$ cat config.mk
export PLATFORM = sky130hd
export DESIGN_NAME = real_div
export DESIGN_NICKNAME = d
export VERILOG_FILES = /design/src/rtl/real_div.sv
export SDC_FILE = /design/constraint.sdc
export NUM_CORES = 1
export LEC_CHECK = 0
export BUFFER_PORTS_ARGS = -buffer_cell sky130_fd_sc_hd__buf_2
export CAP_MARGIN = 20
export CORE_MARGIN = 2
export CORE_UTILIZATION = 59
export CTS_BUF_LIST = sky130_fd_sc_hd__clkbuf_4 sky130_fd_sc_hd__clkbuf_8
export DETAILED_ROUTE_END_ITERATION = 6
export GPL_TIMING_DRIVEN = 0
export PLACE_DENSITY = 0.93
export SLEW_MARGIN = 20
export SYNTH_ARGS = -nofsm -noshare
export SYNTH_HDL_FRONTEND = slang
export SYNTH_SLANG_ARGS = --single-unit
export TNS_END_PERCENT = 50
$ cat constraint.sdc
create_clock -name clock -period 4.66 [get_ports clock]
set_input_delay 0.466 -clock clock [delete_from_list [all_inputs] [get_ports clock]]
set_output_delay 0.466 -clock clock [all_outputs]
set_load 0.01 [all_outputs]
$ cat src/rtl/real_div.sv
// Iterative IEEE-754 divider (binary32 or binary64): radix-2 restoring mantissa divide,
// one quotient bit per cycle, round-to-nearest-even, subnormals flushed to zero.
module real_div #(
    parameter int unsigned IS_DOUBLE = 0
) (
    input  logic        clock,
    input  logic        rst,
    input  logic        start,
    input  logic [63:0] op1,
    input  logic [63:0] op2,
    output logic        busy,
    output logic        valid,
    output logic [63:0] result,
    output logic [3:0]  flags
);

    localparam int MW   = (IS_DOUBLE != 0) ? 53 : 24;
    localparam int EW   = (IS_DOUBLE != 0) ? 11 : 8;
    localparam int BIAS = (IS_DOUBLE != 0) ? 1023 : 127;
    localparam int W    = (IS_DOUBLE != 0) ? 64 : 32;
    localparam int FW   = MW - 1;
    localparam int Q    = MW + 2;
    localparam int CW   = $clog2(Q);
    localparam int XW   = EW + 2;

    localparam logic [EW-1:0] E_MAX      = {EW{1'b1}};
    localparam logic [FW-1:0] QNAN_FRAC  = {1'b1, {(FW - 1){1'b0}}};
    localparam logic [XW-1:0] EXP_INF    = XW'((1 << EW) - 1);
    localparam logic [XW-1:0] BIAS_V     = XW'(BIAS);

    typedef enum logic [2:0] {StIdle, StLoad, StDiv, StRnd, StDone} state_e;

    state_e        state_q;
    logic [W-1:0]  a_q, b_q;
    logic          sign_q;
    logic [XW-1:0] exp_q;
    logic [MW-1:0] div_q;
    logic [MW:0]   rem_q;
    logic [Q-1:0]  quo_q;
    logic [CW-1:0] cnt_q;
    logic [63:0]   res_q;
    logic [3:0]    flg_q;

    function automatic logic [63:0] pack(input logic s, input logic [EW-1:0] e,
                                         input logic [FW-1:0] f);
        logic [W-1:0] w;
        w = {s, e, f};
        return 64'(w);
    endfunction

    if (IS_DOUBLE == 0) begin : g_single
        logic unused_hi;
        assign unused_hi = ^{op1[63:32], op2[63:32]};
    end

    // Operand unpack and special-case classification
    logic          sa, sb, a_zero, b_zero, a_inf, b_inf, a_nan, b_nan, a_small;
    logic [EW-1:0] ea, eb;
    logic [FW-1:0] fa, fb;
    logic [MW-1:0] ma, mb;
    logic [XW-1:0] exp_base, exp_load;

    always_comb begin
        sa       = a_q[W-1];
        sb       = b_q[W-1];
        ea       = a_q[W-2 -: EW];
        eb       = b_q[W-2 -: EW];
        fa       = a_q[FW-1:0];
        fb       = b_q[FW-1:0];
        a_zero   = (ea == '0);
        b_zero   = (eb == '0);
        a_inf    = (ea == E_MAX) && (fa == '0);
        b_inf    = (eb == E_MAX) && (fb == '0);
        a_nan    = (ea == E_MAX) && (fa != '0);
        b_nan    = (eb == E_MAX) && (fb != '0);
        ma       = {1'b1, fa};
        mb       = {1'b1, fb};
        a_small  = (ma < mb);
        exp_base = {2'b00, ea} - {2'b00, eb} + BIAS_V;
        exp_load = a_small ? exp_base - XW'(1) : exp_base;
    end

    // One restoring step
    logic [MW+1:0] trial;
    logic          q_bit;
    logic [MW:0]   rem_keep, rem_shift;

    always_comb begin
        trial     = {1'b0, rem_q} - {2'b00, div_q};
        q_bit     = ~trial[MW+1];
        rem_keep  = q_bit ? trial[MW:0] : rem_q;
        rem_shift = {rem_keep[MW-1:0], 1'b0};
    end

    // Rounding: quotient holds mantissa, guard, round; leftover remainder is sticky
    logic          round_up, carry, ovf, unf;
    logic [MW:0]   mant_r;
    logic [MW-1:0] norm;
    logic [XW-1:0] exp_r;

    always_comb begin
        round_up = quo_q[1] & (quo_q[0] | (|rem_q) | quo_q[2]);
        mant_r   = {1'b0, quo_q[Q-1:2]} + (MW + 1)'(round_up);
        carry    = mant_r[MW];
        norm     = carry ? mant_r[MW:1] : mant_r[MW-1:0];
        exp_r    = exp_q + XW'(carry);
        ovf      = $signed(exp_r) >= $signed(EXP_INF);
        unf      = $signed(exp_r) <= $signed(XW'(0));
    end

    logic unused_bits;
    assign unused_bits = ^{norm[MW-1], rem_keep[MW]};

    always_ff @(posedge clock) begin
        if (!rst) begin
            state_q <= StIdle;
            busy    <= 1'b0;
            valid   <= 1'b0;
            result  <= '0;
            flags   <= '0;
            a_q     <= '0;
            b_q     <= '0;
            sign_q  <= 1'b0;
            exp_q   <= '0;
            div_q   <= '0;
            rem_q   <= '0;
            quo_q   <= '0;
            cnt_q   <= '0;
            res_q   <= '0;
            flg_q   <= '0;
        end else begin
            valid <= 1'b0;
            case (state_q)
                StIdle: begin
                    if (start) begin
                        a_q     <= op1[W-1:0];
                        b_q     <= op2[W-1:0];
                        busy    <= 1'b1;
                        state_q <= StLoad;
                    end
                end
                StLoad: begin
                    sign_q  <= sa ^ sb;
                    flg_q   <= '0;
                    state_q <= StDone;
                    if (a_nan || b_nan || (a_zero && b_zero) || (a_inf && b_inf)) begin
                        res_q <= pack(1'b0, E_MAX, QNAN_FRAC);
                        flg_q <= 4'b1000;
                    end else if (b_zero && !a_inf) begin
                        res_q <= pack(sa ^ sb, E_MAX, '0);
                        flg_q <= 4'b0100;
                    end else if (a_inf) begin
                        res_q <= pack(sa ^ sb, E_MAX, '0);
                    end else if (a_zero || b_inf) begin
                        res_q <= pack(sa ^ sb, '0, '0);
                    end else begin
                        // Pre-shift a smaller dividend so the quotient lands in [1,2)
                        exp_q   <= exp_load;
                        div_q   <= mb;
                        rem_q   <= a_small ? {ma, 1'b0} : {1'b0, ma};
                        quo_q   <= '0;
                        cnt_q   <= CW'(Q - 1);
                        state_q <= StDiv;
                    end
                end
                StDiv: begin
                    rem_q <= rem_shift;
                    quo_q <= {quo_q[Q-2:0], q_bit};
                    cnt_q <= cnt_q - 1'b1;
                    if (cnt_q == '0) begin
                        state_q <= StRnd;
                    end
                end
                StRnd: begin
                    state_q <= StDone;
                    if (ovf) begin
                        res_q <= pack(sign_q, E_MAX, '0);
                        flg_q <= 4'b0010;
                    end else if (unf) begin
                        res_q <= pack(sign_q, '0, '0);
                        flg_q <= 4'b0001;
                    end else begin
                        res_q <= pack(sign_q, exp_r[EW-1:0], norm[FW-1:0]);
                        flg_q <= 4'b0000;
                    end
                end
                StDone: begin
                    valid   <= 1'b1;
                    busy    <= 1'b0;
                    result  <= res_q;
                    flags   <= flg_q;
                    state_q <= StIdle;
                end
                default: state_q <= StIdle;
            endcase
        end
    end

endmodule

## Yosys cells after proc, flatten, opt, wreduce, memory -nomap -nowiden

Cells that the tools add are included.

| operators by class | value |
|---|---|
| add/subtract/negate cells | 7 |
| $mul | 0 |
| div/mod/pow operators | 0 |
| magnitude comparators | 3 |
| equal/unequal tests | 13 |
| shift-type cells | 0 |
| mux-type cells | 41 |
| bitwise logic cells | 9 |
| reductions and logical operators | 30 |

Operators with widths:

| operator | number |
|---|---|
| two-way mux 64 bit | 4 |
| case mux 64 bit (2 select lines) | 1 |
| two-way mux 25 bit | 5 |
| two-way mux 26 bit | 4 |
| two-way mux 31 bit | 2 |
| case mux 26 bit (2 select lines) | 1 |
| case mux 25 bit (2 select lines) | 1 |
| zero test 23 bit | 2 |
| nonzero test 23 bit | 2 |
| subtractor 25 x 24 -> 26 bit | 1 |
| adder 24 x 1 -> 25 bit | 1 |
| OR reduction 25 bit | 1 |
| < comparator 24 bit | 1 |
| two-way mux 24 bit | 1 |
| two-way mux 23 bit | 1 |
| two-way mux 3 bit | 7 |
| two-way mux 5 bit | 4 |
| == test 8 bit, second input constant | 2 |
| zero test 8 bit | 2 |
| != test 2 bit, second input constant | 6 |
| case mux 3 bit (4 select lines) | 1 |
| adder 10 x 1 -> 10 bit | 1 |
| adder 9 x 8 -> 10 bit, second input constant | 1 |
| >= comparator 10 x 9 -> 1 bit, second input constant | 1 |
| 27 further kinds | 50 |

| word-level totals | value |
|---|---|
| register bits after elaboration | 296 |
| bits in latches | 0 |
| RAM bits | 0 |
| ROM bits | 0 |
| input bits | 131 |
| output and inout bits | 70 |
| logic and storage cells | 118 |
| memories | 0 |

## Depth between registers and ports, before layout

Gate-level depths: netlist (run 1).

| depth | value |
|---|---|
| depth after elaboration | 10 |
| mapped depth | 21 |
| mapped depth without buffers | 18 |

## Worst setup path before layout (run 1)

No wires, ideal clock.

| path | value |
|---|---|
| path kind | register to register |
| start point | register quo_q[2] |
| end point | register res_q[22] |
| setup time | 0.123 ns |
| data arrival time | 3.938 ns |
| required time | 4.537 ns |
| slack | 0.600 ns |
| stages on the path, launching flop included | 21 |
| buffers on the path | 3 |
| period minus slack after synthesis | 4.060 ns |
| cell sequence | dfxtp_1 and2_1 ha_1 and4_1 and3_1 buf_2 and3_1 buf_2 nand2_1 nor3_4 ha_1 ha_1 nand3_1 xor2_1 or4b_1 o41ai_2 or2_1 buf_2 a21oi_2 a221oi_1 nor2_1 |

| on the way | value |
|---|---|
| longest elaborated chain between the ends | 8 |
| elaborated cells between the ends (all ways) | 10 |
| those cells by class | add/sub: 2; order compare: 2; mux: 4; bitwise: 2 |

Ends and longest elaborated chain:

| what | RTL line | text |
|---|---|---|
| start, declared | 39 | `logic [Q-1:0] quo_q;` |
| start signal, assigned | 168 | `quo_q <= {quo_q[Q-2:0], q_bit};` |
| OR 1 bit | 102 | `round_up = quo_q[1] & (quo_q[0] \| (\|rem_q) \| quo_q[2]);` |
| bitwise AND 1 bit | 102 |  |
| adder 24 x 1 -> 25 bit * | 103 | `mant_r = {1'b0, quo_q[Q-1:2]} + (MW + 1)'(round_up);` |
| adder 10 x 1 -> 10 bit | 106 | `exp_r = exp_q + XW'(carry);` |
| less-or-equal comparator 10 x 1 -> 1 bit | 108 | `unf = $signed(exp_r) <= $signed(XW'(0));` |
| two-way mux 31 bit | 179 | `end else if (unf) begin` |
| two-way mux 31 bit * | 176 | `if (ovf) begin` |
| case mux 64 bit (2 select lines) * | 133 | `case (state_q)` |
| end signal, assigned | 177 | `res_q <= pack(sign_q, E_MAX, '0);` |
| end signal, assigned | 180 | `res_q <= pack(sign_q, '0, '0);` |
| end signal, assigned | 183 | `res_q <= pack(sign_q, exp_r[EW-1:0], norm[FW-1:0]);` |
| end, declared | 41 | `logic [63:0] res_q;` |

Mark *: on every way between the ends. The rest lies on a longest branch, timed or not.
A chain may end at the register's enable or synchronous reset.

## Final worst setup path (run 1)

| path | value |
|---|---|
| start point | register quo_q[1] |
| end point | register res_q[22] |

| on the way | value |
|---|---|
| longest elaborated chain between the ends | 7 |
| elaborated cells between the ends (all ways) | 9 |
| those cells by class | add/sub: 2; order compare: 2; mux: 4; bitwise: 1 |

Ends and longest elaborated chain:

| what | RTL line |
|---|---|
| bitwise AND 1 bit * | 102 |
| adder 24 x 1 -> 25 bit * | 103 |
| adder 10 x 1 -> 10 bit | 106 |
| less-or-equal comparator 10 x 1 -> 1 bit | 108 |
| two-way mux 31 bit | 179 |
| two-way mux 31 bit * | 176 |
| case mux 64 bit (2 select lines) * | 133 |

Marks and branches as above.

==> flow_summary.ini, run 1 <==
[synth]
ys_top_cells_by_count = 354 x nand2_1, 232 x dfxtp_1, 228 x a21oi_1, 73 x o21ai_0, 71 x inv_1
synth_top_area_cell = dfxtp_1
synth.ff_latch_count = 232
synth_area_per_cell_um2 = 7.76
yosysWarningCount = 0
synth_top_family_by_area = simple AND/OR/NAND/NOR gates
netlist_instances = 1605
ys_types = 85
yosys-top-cells-area = dfxtp_1 37%, nand2_1 11%, a21oi_1 9.2%
synth_xor_area_share_pct = 4.84
async_reset_ff_share_pct = 0
yosys.area_share.simple_pct = 21.3
synth_top_area_share_pct = 37.3
synth-edff-count = 0
synth.area.mux_share_pct = 3.40
post-synth-top-count-cell = nand2_1
ys_seq_area_share_pct = 37.3
syn-cell-area_um2 = 12500
synth_ff_type = dfxtp_1
synth_compound_area_share_pct = 19.6
synth_fa_ha_area_share_pct = 6.45

[finish]
syn_to_final_growth_pct = 14.1
fin_util_pct = 68.0
drive_above_1_share_pct = 13.5
nets = 1974
diodes = 0

[timing]
worstMarginPinSlew_ps = 1040
setup_viol = 0
tns_ps = 0
fin_skew_ps = 38.4
slew_violations = 0
fin_crit_sh_pct = 93.4
rsz0062_at_grt = no
period_needed_ps = 4350
max_freq_mhz = 230
hold_viol = 0
slew_headroom_pct = 30.3

[power_and_ir_drop]
sw_frac_of_total_pct = 36.9
power_per_cell_area_nw_per_um2 = 456
intPower_mw = 4.09
p_clk_share_pct = 27.2
vdd_drop_max_uv = 250
power.leakage_nw = 5.70
p_comb_share_pct = 38.1
power.switching_mw = 2.39
power_mw = 6.49
seqPwrFrac_pct = 34.7

[routing]
dr.first_iter.drc_count = 1049
drc = 0
viasPerCell = 5.85
firstDrtPassIters = 5
wirelength_um = 34500
antenna_left = 0
wire_per_inst_um = 16.6
num_vias = 12200

[critical_path]
cp_data_arrival_time_ps = 4780
critPathCaptureType = register
worstPathMaxFanout = 8
cp.required_ps = 5090
critPathLaunchType = register
crit_type = reg2reg

[clocking]
clkSlewWorstSetupHoldPaths_ps = 70
clockBufferDepth = 3
clock_sinks = 232
clock-root-buffer = clkbuf_8
cts_buffers = 37
htree_levels = 2
clk_latency_ps = 550
cts_tree = yes

[placed_design]
place_congestion = 1.00
io_buffer_count = 104
dpl.hpwl_um = 26100

[global_routing]
grt_usage_pct = 30.6
antenna_found_initial = 0
grt_max_degree = 11
overflow = 0
grt_pass1_vias = 11300
grt_pass1_wl_um = 55300

[floorplanning]
die_h_um = 149
fp.coreArea_um2 = 20900
io_pins = 201
start_util_pct = 59.6
fp-row-count = 53
die_x_um = 149
die-area_um2 = 22300

[hold_path]
min_path_type = in2reg

[run]
maxCapViolCount = 0

[outcome]
status = finished, final reports clean
final timing paths:
check / start / endpoint / slack, ps / cells past startpoint
worst max-delay path: quo_q[1] / res_q[22] / 310 / 20
worst min-delay path: op2[8] / b_q[8] / 150 / 3
worst max register to register: quo_q[1] / res_q[22] / 310 / 20
worst min register to register: res_q[23] / result[23] / 440 / 2
area by class of cell:
type                       instances  area [um^2]
sequential                       232         4650
buffer                           122          618
clock inverter                     7         52.6
tap                              275          344
fill                            1652         6680
multi-input combinational       1210         7050
inverter                          72          270
timing repair buffer             105          528
clock buffer                      55          701
cells by family (layout without fill, tap and decap cells):
logic type               count (synthesis)  after routing
other                                    1             32
adder cells (fa/ha/maj)                 63             63
XOR/XNOR                                68             68
AND/OR/NAND/NOR                        594            594
buffers and inverters                  194            361
flip-flops                             232            232
multiplexers                            42             42
AO/OA/AOI/OAI                          411            411
worst max-delay path, stage by stage (launching register included):
cell,delay (ps)
dfxtp_1,400
and2_1,150
ha_1,190
and4_1,250
and3_1,160
buf_2,160
and3_1,160
buf_2,160
nand2_1,100
nor3_4,170
ha_1,230
ha_1,250
nand3_1,120
xor2_1,160
or4b_1,500
o41ai_2,260
or2_1,180
buf_2,190
a21oi_2,100
a221oi_2,300
nor2_1,70
metrics by stage:
step	setup WS (ps)	instances	area [um^2]	hold slack, ps
finish	309	2078	14200	151
CTS	201	2078	14200	152
floorplan	600	1636	12600	425
global route	24.1	2078	14200	166
detailed placement	-89.0	2015	13400	444
global placement	96.5	2015	13400	440
power by group through the flow:
stage	clock network, mW	logic, mW	registers [mW]
detailed placement	0	2.40	2.29
floorplan	0	1.88	2.24
finish	1.76	2.47	2.25
global placement	0	2.33	2.28
global route	1.85	2.68	2.26
CTS	1.76	2.41	2.24
routing by layer:
metal / track usage [%] / share of wire (%) / vias to the layer above / wire length (um)
met1: 39.7 / 42 / 5599 / 14400
met4: 12.0 / 3.1 / 0 / 1070
met5: 0 / 0 / - / 0
met2: 49.9 / 46 / 627 / 15700
li1: - / - / 5831 / -
met3: 6.61 / 9.5 / 93 / 3270
flip-flops by register name (all words and copies together) (netlist names), 10 cells and up:
register	flops
a_q	32
b_q	32
res_q	32
result	32
quo_q	26
rem_q	25
div_q	24
exp_q	10
repair_timing:
| item | CTS | global route |
|---|---|---|
| hold buffers | 0 | 0 |
| resized for setup | 0 | 3 |
| setup endpoints to repair | 3 | 8 |
| setup buffers | 1 | 0 |
| pin swaps | 1 | 0 |
layout by cell type, fill, tap and decap left out, drive strengths merged, types with 28 or more instances in the layout:
cell type | Yosys | routed
a21oi | 230 | 230
inv | 72 | 73
nand2 | 357 | 357
mux2i | 39 | 39
buf | 56 | 161
nand3 | 52 | 52
conb | 1 | 32
o21ai | 74 | 74
dfxtp | 232 | 232
xnor2 | 35 | 35
nor2 | 69 | 69
clkbuf | 66 | 121
xor2 | 33 | 33
nor4 | 28 | 28
ha | 61 | 61
No activity file was read; power rests on OpenSTA's default activity.
==> inputs of run 2 (changes only) <==
Settings changed: BUFFER_PORTS_ARGS -buffer_cell sky130_fd_sc_hd__buf_2 to default, CORE_UTILIZATION 59 to 60, DONT_BUFFER_PORTS from default to 1, PLACE_DENSITY 0.93 to 0.86, SKIP_LAST_GASP from default to 1.
==> flow_summary.ini, run 2 (synthesis results as in run 1) <==
[critical_path]
worstPathMaxFanout = 8
rr_worst_depth = 20
reg2reg_slack_ps = 180
critPathLaunchType = register
cp.required_ps = 5100
critPathCaptureType = register
cp_data_arrival_time_ps = 4910
crit_type = reg2reg

[hold_path]
min_path_type = in2reg
hold_depth = 2

[routing]
num_vias = 11600
dr.first_iter.drc_count = 837
wirelength_um = 33800
viasPerCell = 5.87
wire_per_inst_um = 17.1
firstDrtPassIters = 5
antenna_left = 0
drc = 0

[finish]
nets = 1871
layout_common_cells = 354 x nand2_1, 232 x dfxtp_1, 228 x a21oi_1, 73 x o21ai_0, 71 x inv_1
final_common_cell = nand2_1
fin_util_pct = 67.7
fillers = 1680
syn_to_final_growth_pct = 10.4
drive_above_1_share_pct = 8.40
diodes = 0

[global_routing]
grt_pass1_vias = 11000
grt_pass1_wl_um = 54000
grt_max_degree = 12
overflow = 0
antenna_found_initial = 0
grt_usage_pct = 30.1

[clocking]
htree_levels = 2
cts_buffers = 38
ctsHoldBuffers = 0
clock_sinks = 232
clock-root-buffer = clkbuf_8
clkSlewWorstSetupHoldPaths_ps = 60
cts_tree = yes
clk_latency_ps = 560
clockBufferDepth = 3

[placed_design]
io_buffer_count = 0
dpl.hpwl_um = 25800
place_congestion = 0.966

[timing]
worstMarginPinSlew_ps = 1120
fin_crit_sh_pct = 96.0
setup_viol = 0
slew_headroom_pct = 25.5
period_needed_ps = 4480
slew_violations = 0
hold_viol = 0
fin_skew_ps = 36.0
hold-worst-slack_ps = 55.4
max_freq_mhz = 223
rsz0062_at_grt = yes

[power_and_ir_drop]
vdd_drop_max_uv = 281
power.leakage_nw = 5.26
power_per_cell_area_nw_per_um2 = 478

[run]
maxCapViolCount = 0

[floorplanning]
fp.coreArea_um2 = 20300
die-area_um2 = 21900
io_pins = 201
start_util_pct = 61.4
die_h_um = 148
die_x_um = 148
fp-row-count = 52

[outcome]
status = finished, final reports clean
[run 2: cell count changes in the layout (fill, tap and decap cells not counted), sizes merged]
cell / previous run / this run
clkinv: 5 / 4
inv: 73 / 74
buf: 161 / 57
clkinvlp: 1 / 0
clkbuf: 121 / 126
[run 2: metrics by stage]
step           worst slack, ps  std cells  setup TNS [ps]  cell area (um^2)  power, mW
6_report                   185       1973               0             13800       6.58
5_1_grt                  -27.1       1973           -27.1             13800       6.90
4_1_cts                    189       1973               0             13700       6.54
3_5_place_dp              -102       1906            -102             12900       4.65
3_3_place_gp              91.7       1906               0             12900       4.60
2_1_floorplan              600       1636               0             12600       4.12
[run 2: worst max-delay path, cell delays in order (launching register included)]
cell	delay [ps]
dfxtp_1	450
and2_1	170
ha_1	190
and4_1	240
and3_1	160
buf_2	160
and3_1	170
buf_2	170
nand2_1	100
nor3_4	170
ha_1	230
ha_2	230
nand3_1	100
xor2_1	160
or4b_1	500
o41ai_2	270
or2_1	190
buf_2	180
a21oi_2	80
a221oi_1	350
nor2_1	90
[run 2: routing by layer]
| layer | wire length, um | GRT usage [%] | part of all wire (%) | up-vias |
|---|---|---|---|---|
| li1 | - | - | - | 5623 |
| met1 | 14600 | 40.4 | 43 | 5357 |
| met2 | 15100 | 48.7 | 45 | 527 |
| met3 | 3170 | 6.66 | 9.4 | 76 |
| met4 | 896 | 9.57 | 2.7 | 0 |
| met5 | 0 | 0 | 0 | - |
[run 2: area by class of cell]
class                      count  area (um^2)  share of cell area [%]
tap                          270          338                    2.46
buffer                       122          618                    4.49
multi-input combinational   1210         7050                    51.3
clock buffer                  60          776                    5.64
clock inverter                 6         48.8                   0.355
sequential                   232         4640                    33.8
timing repair buffer           1         7.51                  0.0546
inverter                      72          270                    1.97
[run 2: timing repair]
item / 4_1_cts / 5_1_grt
endpoints found under the setup margin: 1 / 4
setup buffers: 1 / 0
pin swaps: 1 / 0
gates resized for setup: 0 / 2
cloned: 0 / 0
[run 2: final timing paths]
kind | startpoint | endpoint
max | quo_q[2] | res_q[22]
min | op2[5] | b_q[5]
max reg2reg | quo_q[2] | res_q[22]
min reg2reg | res_q[28] | result[28]
[run 2: where the power goes]
| part | leakage (nW) | total [mW] | internal [mW] | switching (mW) |
|---|---|---|---|---|
| sequential | 1.88 | 2.25 | 2.11 | 0.141 |
| clock | 0.438 | 1.90 | 1.06 | 0.835 |
| combinational | 2.94 | 2.43 | 0.993 | 1.43 |
| total | 5.26 | 6.58 | 4.17 | 2.41 |
==> inputs of run 3 (changes only) <==
Settings changed: ABC_AREA from default to 1.
==> flow_summary.ini, run 3 <==
[synth]
synth_top_family_by_area = simple AND/OR/NAND/NOR gates
syn-cell-area_um2 = 13500
synth_area_per_cell_um2 = 6.65
netlist_instances = 2035
ys_seq_area_share_pct = 34.3
async_reset_ff_share_pct = 0
yosysWarningCount = 0
post-synth-top-count-cell = nand2_1
synth_top_area_cell = dfxtp_1
ys_types = 51
synth_xor_area_share_pct = 2.25
synth-edff-count = 0
synth_ff_type = dfxtp_1
synth_fa_ha_area_share_pct = 5.93
synth_compound_area_share_pct = 17.8
synth.ff_latch_count = 232
synth_top_area_share_pct = 34.3
synth.area.mux_share_pct = 0
yosys.area_share.simple_pct = 28.5
ys_top_cells_by_count = 425 x nand2_1, 232 x a21oi_1, 232 x dfxtp_1, 214 x nor2_1, 210 x inv_1
yosys-top-cells-area = dfxtp_1 34%, nand2_1 12%, a21oi_1 8.6%

[placed_design]
dp.cells = 2346
dpl.hpwl_um = 30100
io_buffer_count = 0
dp_slack_ps = 758
place_congestion = 0.953

[clocking]
clock_sinks = 232
clockBufferDepth = 3
htree_levels = 2
clk_latency_ps = 570
clock-root-buffer = clkbuf_8
ctsHoldBuffers = 0
cts_resized = 0
cts_tree = yes
cts_buffers = 38
clkSlewWorstSetupHoldPaths_ps = 70
post_cts_buffers = 0

[routing]
drc = 0
num_vias = 13700
dr.first_iter.drc_count = 1515
antenna_left = 0
wire_per_inst_um = 16.2
viasPerCell = 5.70
wirelength_um = 39200
firstDrtPassIters = 6

[critical_path]
cp.required_ps = 5100
critPathCaptureType = register
crit_type = reg2reg
worstPathMaxFanout = 10
rr_worst_depth = 26
critPathLaunchType = register
cp_data_arrival_time_ps = 4400

[global_routing]
overflow = 0
grt_pass1_vias = 12400
grt_usage_pct = 32.2
antenna_found_initial = 0
grt_max_degree = 12
grt_pass1_wl_um = 62500

[finish]
syn_to_final_growth_pct = 9.42
nets = 2300
diodes = 0
instances_no_fill = 2414
drive_above_1_share_pct = 9.18
fin_util_pct = 67.5
layout_common_cells = 425 x nand2_1, 232 x a21oi_1, 232 x dfxtp_1, 214 x nor2_1, 210 x inv_1
final_common_cell = nand2_1

[power_and_ir_drop]
power_per_cell_area_nw_per_um2 = 567
power.leakage_nw = 6.63
power_mw = 8.41
vdd_drop_max_uv = 349

[floorplanning]
die_x_um = 154
fp.coreArea_um2 = 22000
io_pins = 201
die_h_um = 154
fp-row-count = 54
start_util_pct = 61.7
die-area_um2 = 23800

[outcome]
status = finished, final reports clean

[timing]
fin_crit_sh_pct = 84.9
worstMarginPinSlew_ps = 943
rsz0062_at_grt = no
hold_viol = 0
period_needed_ps = 3960
setup_ws_ps = 701
fin_skew_ps = 31.3
slew_violations = 0
tns_ps = 0
slew_headroom_pct = 37.1
max_freq_mhz = 253
setup_viol = 0

[hold_path]
hold_depth = 2
min_path_type = in2reg

[run]
maxCapViolCount = 0
-- run 3: final timing paths --
| kind | endpoint | start | slack (ps) |
|---|---|---|---|
| worst max-delay path | res_q[26] | quo_q[2] | 700 |
| worst min-delay path | b_q[14] | op2[14] | 90 |
| worst max register to register | res_q[26] | quo_q[2] | 700 |
| worst min register to register | b_q[31] | b_q[31] | 460 |
-- run 3: layer usage --
metal / track usage [%] / vias up / routed length [um]
met5: 0 / - / 0
met4: 9.08 / 0 / 788
met3: 6.08 / 67 / 3970
met2: 49.8 / 703 / 16800
met1: 46.2 / 6237 / 17700
li1: - / 6741 / -
-- run 3: layout make-up --
type / instances / area, um^2
buffer: 123 / 652
inverter: 230 / 866
multi-input combinational: 1481 / 7490
tap: 280 / 350
sequential: 232 / 4640
clock buffer: 57 / 709
clock inverter: 11 / 98.8
fill: 1927 / 7140
-- run 3: power breakdown --
part | internal [mW] | switching (mW) | leakage [nW]
Combinational | 1.33 | 2.75 | 4.30
Sequential | 2.24 | 0.199 | 1.89
Clock | 1.04 | 0.852 | 0.436
-- run 3: critical path: stages, from the launching register on --
cell and delay, ps:
dfxtp_1 400, nand2_2 120, inv_1 120, ha_1 230, nand2_1 120, nor2_4 160, nand2_2 90, nor2_4 110
nand2_2 80, nor2_4 110, nand3_2 120, nor3_4 240, ha_1 280, ha_1 220, nand3_2 120, nor2_2 120
nand3_1 120, o21ai_1 150, nand2_1 120, nor2_1 130, nand2_2 110, nand2_4 160, inv_4 80, nand2_1 70
nand3_1 60, nor2_1 140, nor2_1 50
-- run 3: metrics by stage --
stage / hold WS [ps] / area (um^2)
finish: 87.0 / 14800
global route: 86.9 / 14800
CTS: 76.9 / 14800
detailed placement: 448 / 14000
global placement: 440 / 14000
floorplan: 425 / 13700
-- run 3: logic make-up after synthesis --
group | count (synthesis)
xor+xnor | 34
simple gates | 886
flops | 232
other cells | 1
fa+ha+maj | 63
buf+inv | 353
compound gates | 466
